--- src/rtl/uart_tx_fifo_pkg.sv ---
// Shared definitions for the uart byte buffers: byte width and the
// drain-controller state encoding, reused by the TX and RX-side buffers.
package uart_tx_fifo_pkg;

    localparam int BYTE_W = 8;

    typedef enum logic [1:0] {
        IDLE  = 2'd0,
        ISSUE = 2'd1,
        GUARD = 2'd2
    } tx_state_e;

endpackage

--- src/rtl/uart_tx_fifo_mem.sv ---
// DEPTH x byte register array: one synchronous write port and a
// combinational read port that always shows the entry at raddr.
module sync_fifo_mem
    import uart_tx_fifo_pkg::*;
#(
    parameter int DEPTH = 16,
    parameter int AW    = $clog2(DEPTH)
) (
    input  logic              clk,
    input  logic              we,
    input  logic [AW-1:0]     waddr,
    input  logic [BYTE_W-1:0] wdata,
    input  logic [AW-1:0]     raddr,
    output logic [BYTE_W-1:0] rdata
);

    logic [BYTE_W-1:0] mem_q [DEPTH];

    // Store the pushed byte; contents need no reset since pointers gate reads.
    always_ff @(posedge clk) begin
        if (we) begin
            mem_q[waddr] <= wdata;
        end
    end

    assign rdata = mem_q[raddr];

endmodule

--- src/rtl/uart_tx_fifo.sv ---
// Byte FIFO in front of the uart transmitter. Producers push at clock rate;
// a small FSM pops one byte at a time into the uart din/wr_en/wr_rdy port,
// with a guard cycle after every strobe so the transmitter can drop ready.
module uart_tx_fifo
    import uart_tx_fifo_pkg::*;
#(
    parameter  int DEPTH = 16,
    localparam int AW    = $clog2(DEPTH)
) (
    input  logic              clk,
    input  logic              rst_n,
    input  logic [BYTE_W-1:0] wr_data,
    input  logic              wr_valid,
    output logic              wr_ready,
    output logic [BYTE_W-1:0] tx_din,
    output logic              tx_wr_en,
    input  logic              tx_wr_rdy,
    output logic [AW:0]       count,
    output logic              empty,
    output logic              full,
    output logic              overflow
);

    logic [AW-1:0]     wr_ptr_q, wr_ptr_d;
    logic [AW-1:0]     rd_ptr_q, rd_ptr_d;
    logic [AW:0]       count_q, count_d;
    logic              overflow_q, overflow_d;
    tx_state_e         state_q, state_d;
    logic [BYTE_W-1:0] tx_din_q, tx_din_d;
    logic              tx_wr_en_q, tx_wr_en_d;
    logic [BYTE_W-1:0] rd_data;
    logic              push;
    logic              pop;

    // A full FIFO refuses pushes even when a pop frees a slot on the same edge.
    assign full     = (count_q == (AW+1)'(DEPTH));
    assign empty    = (count_q == '0);
    assign wr_ready = !full;
    assign push     = wr_valid && !full;
    assign pop      = (state_q == IDLE) && !empty && tx_wr_rdy;

    sync_fifo_mem #(
        .DEPTH (DEPTH),
        .AW    (AW)
    ) u_mem (
        .clk   (clk),
        .we    (push),
        .waddr (wr_ptr_q),
        .wdata (wr_data),
        .raddr (rd_ptr_q),
        .rdata (rd_data)
    );

    // Pointer, occupancy and sticky overflow next-state; pointers wrap at DEPTH.
    always_comb begin
        wr_ptr_d   = push ? wr_ptr_q + 1'b1 : wr_ptr_q;
        rd_ptr_d   = pop  ? rd_ptr_q + 1'b1 : rd_ptr_q;
        count_d    = count_q + (AW+1)'(push) - (AW+1)'(pop);
        overflow_d = overflow_q | (wr_valid & full);
    end

    // Datapath registers.
    always_ff @(posedge clk or negedge rst_n) begin
        if (!rst_n) begin
            wr_ptr_q   <= '0;
            rd_ptr_q   <= '0;
            count_q    <= '0;
            overflow_q <= 1'b0;
        end else begin
            wr_ptr_q   <= wr_ptr_d;
            rd_ptr_q   <= rd_ptr_d;
            count_q    <= count_d;
            overflow_q <= overflow_d;
        end
    end

    // Drain FSM state register.
    always_ff @(posedge clk or negedge rst_n) begin
        if (!rst_n) begin
            state_q <= IDLE;
        end else begin
            state_q <= state_d;
        end
    end

    // Drain FSM next state: IDLE -> ISSUE on pop, then one GUARD cycle.
    always_comb begin
        state_d = IDLE;
        case (state_q)
            IDLE:    state_d = pop ? ISSUE : IDLE;
            ISSUE:   state_d = GUARD;
            GUARD:   state_d = IDLE;
            default: state_d = IDLE;
        endcase
    end

    // Drain FSM outputs: strobe for the cycle after a pop, din held until next pop.
    always_comb begin
        tx_wr_en_d = pop;
        tx_din_d   = pop ? rd_data : tx_din_q;
    end

    // Registered uart-facing outputs.
    always_ff @(posedge clk or negedge rst_n) begin
        if (!rst_n) begin
            tx_din_q   <= '0;
            tx_wr_en_q <= 1'b0;
        end else begin
            tx_din_q   <= tx_din_d;
            tx_wr_en_q <= tx_wr_en_d;
        end
    end

    assign tx_din   = tx_din_q;
    assign tx_wr_en = tx_wr_en_q;
    assign count    = count_q;
    assign overflow = overflow_q;

endmodule

--- config.mk ---
export PLATFORM = sky130hd
export DESIGN_NAME = uart_tx_fifo
export DESIGN_NICKNAME = d
export VERILOG_FILES = /design/src/rtl/uart_tx_fifo_pkg.sv /design/src/rtl/uart_tx_fifo_mem.sv /design/src/rtl/uart_tx_fifo.sv
export SDC_FILE = /design/constraint.sdc
export NUM_CORES = 1
export LEC_CHECK = 0
export ABC_AREA = 1
export CAP_MARGIN = 25
export CORE_ASPECT_RATIO = 1.2
export CORE_MARGIN = 3
export CORE_UTILIZATION = 54
export DETAILED_ROUTE_END_ITERATION = 10
export GPL_ROUTABILITY_DRIVEN = 0
export MAX_ROUTING_LAYER = met4
export PLACE_DENSITY = 0.74
export SLEW_MARGIN = 10
export SYNTH_ARGS = -nofsm -noshare
export SYNTH_HDL_FRONTEND = slang
export SYNTH_SLANG_ARGS = --single-unit
--- constraint.sdc ---
create_clock -name clk -period 2.4 [get_ports clk]
set_clock_uncertainty 0.2 [all_clocks]
set_input_delay 0.48 -clock clk [delete_from_list [all_inputs] [get_ports clk]]
set_output_delay 0.48 -clock clk [all_outputs]
set_load 0.005 [all_outputs]
==> flow_summary.html <==
<table>
<tr><th>Metric</th><th>Value</th></tr>
<tr><th colspan="2">Run status</th></tr>
<tr><td>Outcome</td><td>complete, but fails checks</td></tr>
<tr><td>Violated checks</td><td>negative setup slack</td></tr>
<tr><th colspan="2">Worst setup path</th></tr>
<tr><td>Kind of critical path</td><td>register to register</td></tr>
<tr><td>Largest stage delay on the critical path</td><td>390 ps</td></tr>
<tr><td>Kind of launch point of the worst setup path</td><td>register</td></tr>
<tr><td>Startpoint of the most critical setup path</td><td>count[2]</td></tr>
<tr><td>Cell family contributing the most delay on the critical path</td><td>adder cells</td></tr>
<tr><td>Worst R2R Start</td><td>count[2]</td></tr>
<tr><td>Critical path fanouts, max</td><td>2</td></tr>
<tr><td>Number of cells on the worst reg-to-reg path</td><td>13</td></tr>
<tr><td>Worst R2R Setup Slack</td><td>-50 ps</td></tr>
<tr><td>Cells along the critical path</td><td>inv_2 -&gt; ha_4 -&gt; nand4_1 -&gt; nand2_1 -&gt; inv_2 -&gt; ha_4 -&gt; inv_2 -&gt; ha_4 -&gt; fa_2 -&gt; a21oi_2 -&gt; nor2_1 -&gt; nor2_1 -&gt; xor2_1</td></tr>
<tr><td>Number of buffer and inverter instances along the worst setup path</td><td>3</td></tr>
<tr><td>Element type at the critical path end</td><td>register</td></tr>
<tr><td>Crit path DAT</td><td>2610 ps</td></tr>
<tr><td>Endpoint of the lowest-slack register-to-register path</td><td>count[4]</td></tr>
<tr><td>Slowest CP cell</td><td>dfrtp_1</td></tr>
<tr><td>Worst path required time</td><td>2550 ps</td></tr>
<tr><th colspan="2">Logic synthesis</th></tr>
<tr><td>Average cell area after synthesis</td><td>10.3 um^2</td></tr>
<tr><td>Number of nets produced by synthesis</td><td>683</td></tr>
<tr><td>Number of flip-flops and latches in the synthesized netlist</td><td>153</td></tr>
<tr><td>Syn Inst Count</td><td>659</td></tr>
<tr><td>Count of cell types in the netlist</td><td>19</td></tr>
<tr><td>Sequential cell area fraction in the yosys report</td><td>66.2%</td></tr>
<tr><td>Cell area after synthesis</td><td>6760 um^2</td></tr>
<tr><td>Ys Warns</td><td>0</td></tr>
<tr><th colspan="2">Timing</th></tr>
<tr><td>Unrepaired setup endpoints after global routing</td><td>true</td></tr>
<tr><td>Setup-failing EPs final</td><td>1</td></tr>
<tr><td>Max transition margin</td><td>53.9%</td></tr>
<tr><td>Fmax achieved</td><td>408 MHz</td></tr>
<tr><td>Final hold violations</td><td>0</td></tr>
<tr><td>Min Hold Slack</td><td>231 ps</td></tr>
<tr><td>Transition time of the tightest slew-check pin</td><td>689 ps</td></tr>
<tr><td>Clock period minus worst slack</td><td>2450 ps</td></tr>
<tr><td>Crit share post-route</td><td>102%</td></tr>
<tr><td>Count of pins over their slew limit</td><td>0</td></tr>
<tr><td>Least setup slack across all paths after layout</td><td>-53.0 ps</td></tr>
<tr><th colspan="2">Power</th></tr>
<tr><td>Pwr per Cell Area</td><td>1200 nW/um^2</td></tr>
<tr><td>Overall Power</td><td>0.00978 W</td></tr>
<tr><td>Static power due to leakage</td><td>3.64 nW</td></tr>
<tr><td>VDD IR max</td><td>0.723 mV</td></tr>
<tr><th colspan="2">Route</th></tr>
<tr><td>Routed wire length</td><td>15.2 mm</td></tr>
<tr><td>Vias/cell</td><td>5.24</td></tr>
<tr><td>DR WL/cell</td><td>16.7 um</td></tr>
<tr><td>Post-route ant nets</td><td>0</td></tr>
<tr><td>Detailed Route Iter0 Violations</td><td>429</td></tr>
<tr><td>Total vias in the final route</td><td>4766</td></tr>
<tr><td>Iteration count of the initial detailed-routing pass</td><td>6</td></tr>
<tr><td>DRC violations left</td><td>0</td></tr>
<tr><th colspan="2">Global route</th></tr>
<tr><td>GRT Util Overall</td><td>24.2%</td></tr>
<tr><td>Antenna violations before repair</td><td>0</td></tr>
<tr><td>Via count of the first global-routing pass</td><td>4896</td></tr>
<tr><td>Global-route wire length before repair</td><td>24.2 mm</td></tr>
<tr><td>Pin count of the biggest net entering global routing</td><td>41</td></tr>
<tr><td>Overall overflow remaining after global route</td><td>0</td></tr>
<tr><th colspan="2">Floorplan</th></tr>
<tr><td>Die height</td><td>129 um</td></tr>
<tr><td>DIE AREA</td><td>13900 um^2</td></tr>
<tr><td>Core region area</td><td>12200 um^2</td></tr>
<tr><td>Number of standard-cell rows in the floorplan</td><td>44</td></tr>
<tr><td>Horizontal die dimension</td><td>108 um</td></tr>
<tr><td>Initial core utilization</td><td>55.5%</td></tr>
<tr><td>I/O pins</td><td>30</td></tr>
<tr><th colspan="2">Clocking</th></tr>
<tr><td>Later-pin clock latency in the skew report</td><td>420 ps</td></tr>
<tr><td>Root cell of the clock tree</td><td>clkbuf_16</td></tr>
<tr><td>Reg clk slew, reported paths</td><td>60 ps</td></tr>
<tr><td>Cts bufs inserted</td><td>17</td></tr>
<tr><td>Hold bufs inserted after CTS</td><td>0</td></tr>
<tr><td>Clock Sinks</td><td>153</td></tr>
<tr><td>Maximum level of the CTS H-tree</td><td>4</td></tr>
<tr><td>CTS tree</td><td>done</td></tr>
<tr><td>Number of buffers on the longest clock path</td><td>2</td></tr>
<tr><th colspan="2">Placement</th></tr>
<tr><td>Half-perimeter wire length of the detailed placement result</td><td>9.18 mm</td></tr>
<tr><td>Instance area at placement</td><td>7400 um^2</td></tr>
<tr><td>DP Worst Slack</td><td>-270 ps</td></tr>
<tr><td>Count of input and output buffers</td><td>29</td></tr>
<tr><th colspan="2">Final layout</th></tr>
<tr><td>Diode count</td><td>0</td></tr>
<tr><td>Filler instances</td><td>860</td></tr>
<tr><td>Area grow syn2layout</td><td>20.4%</td></tr>
<tr><td>Final design utilization</td><td>66.8%</td></tr>
<tr><td>Net total in the final layout</td><td>759</td></tr>
<tr><td>Fraction of layout cells with a size suffix above 1</td><td>13.4%</td></tr>
<tr><td>Post-route cell area</td><td>8130 um^2</td></tr>
<tr><th colspan="2">Flow run</th></tr>
<tr><td>Max Cap Violations</td><td>0</td></tr>
<tr><th colspan="2">Min path</th></tr>
<tr><td>Class of the worst hold path</td><td>input port to asynchronous set/reset pin</td></tr>
</table>
## layer usage
| metal | wire length [um] | track usage, % | up-vias |
|---|---|---|---|
| li1 | - | - | 2248 |
| met5 | 0 | - | - |
| met1 | 5840 | 27.6 | 2292 |
| met4 | 499 | 11.0 | 0 |
| met2 | 7960 | 40.9 | 186 |
| met3 | 871 | 5.12 | 40 |
## flip-flops by register name (all words and copies together), names as in the netlist
signal and flops:
tx_wr_en 1, overflow 1, wr_ptr_q 4, u_mem.mem_q 128, rd_ptr_q 4, state_q 2, count 5, tx_din 8
## cell usage in the layout, fill, tap and decap left out
cell,instances
a21o_1,1
a21oi_1,1
a21oi_2,1
buf_12,1
buf_4,54
bufinv_16,3
clkbuf_1,1
clkbuf_16,17
clkbuf_2,1
clkdlybuf4s50_1,26
clkinv_1,3
clkinv_2,1
clkinv_4,2
clkinvlp_4,4
dfrtp_1,24
dfrtp_2,1
dlygate4sd2_1,2
edfxtp_1,128
fa_2,1
ha_1,8
ha_4,3
inv_1,112
inv_2,6
inv_6,3
nand2_1,206
nand2_2,2
nand3_1,99
nand4_1,2
nor2_1,21
o21ai_0,4
xor2_1,10
## per-stage QoR
stage                     TNS [ps]  std cells
after floorplan               -107        659
final                        -53.0        909
after CTS                    -32.9        907
after global routing          -156        909
after detailed placement      -443        861
after global placement        -398        861
## synth_stat cells
cell | count | share of area (%)
a21o_1 | 1 | 0.11
a21oi_1 | 2 | 0.15
buf_2 | 13 | 0.96
buf_4 | 8 | 0.89
buf_6 | 5 | 0.83
clkbuf_1 | 1 | 0.056
clkinv_1 | 2 | 0.11
dfrtp_1 | 25 | 9.3
edfxtp_1 | 128 | 57
fa_1 | 1 | 0.30
ha_1 | 11 | 2.0
inv_1 | 117 | 6.5
inv_2 | 1 | 0.056
nand2_1 | 208 | 12
nand3_1 | 99 | 7.3
nand4_1 | 2 | 0.19
nor2_1 | 21 | 1.2
o21ai_0 | 4 | 0.30
xor2_1 | 10 | 1.3
## cells by family (layout without fill, tap and decap cells)
group | Yosys count | after routing | synth area share, %
simple gates | 330 | 330 | 20.2
flops | 153 | 153 | 66.2
buf+inv | 147 | 236 | 9.41
fa+ha+maj | 12 | 12 | 2.33
xor+xnor | 10 | 10 | 1.30
compound gates | 7 | 7 | 0.556
## what timing repair did
action,in CTS,in global routing
endpoints found under the setup margin,4,13
buffers inserted,14,4
resized for setup,7,5
pin swaps,8,8
## layout make-up
cell class	instances	area, um^2	share of cell area (%)
Tap cell	161	201	2.48
Multi-Input combinational cell	359	1700	20.9
Inverter	120	450	5.54
Sequential cell	153	4470	55.0
Clock buffer	18	429	5.28
Clock inverter	14	173	2.12
Timing Repair Buffer	84	708	8.71
## worst max path at each step
stage,end,depth (start not counted)
floorplan,count[4],14
global placement,count[4],13
detailed placement,count[4],13
CTS,count[4],13
global route,count[4],13
finish,count[4],13
## report_power, final
group / total, W / leakage (nW) / switching, W / internal, W
Combinational: 0.00356 / 1.90 / 0.00218 / 0.00139
Clock: 0.00270 / 0.281 / 0.00106 / 0.00164
Sequential: 0.00351 / 1.46 / 0.000208 / 0.00330
Total: 0.00978 / 3.64 / 0.00345 / 0.00633
(Power assumes the default switching activity.)
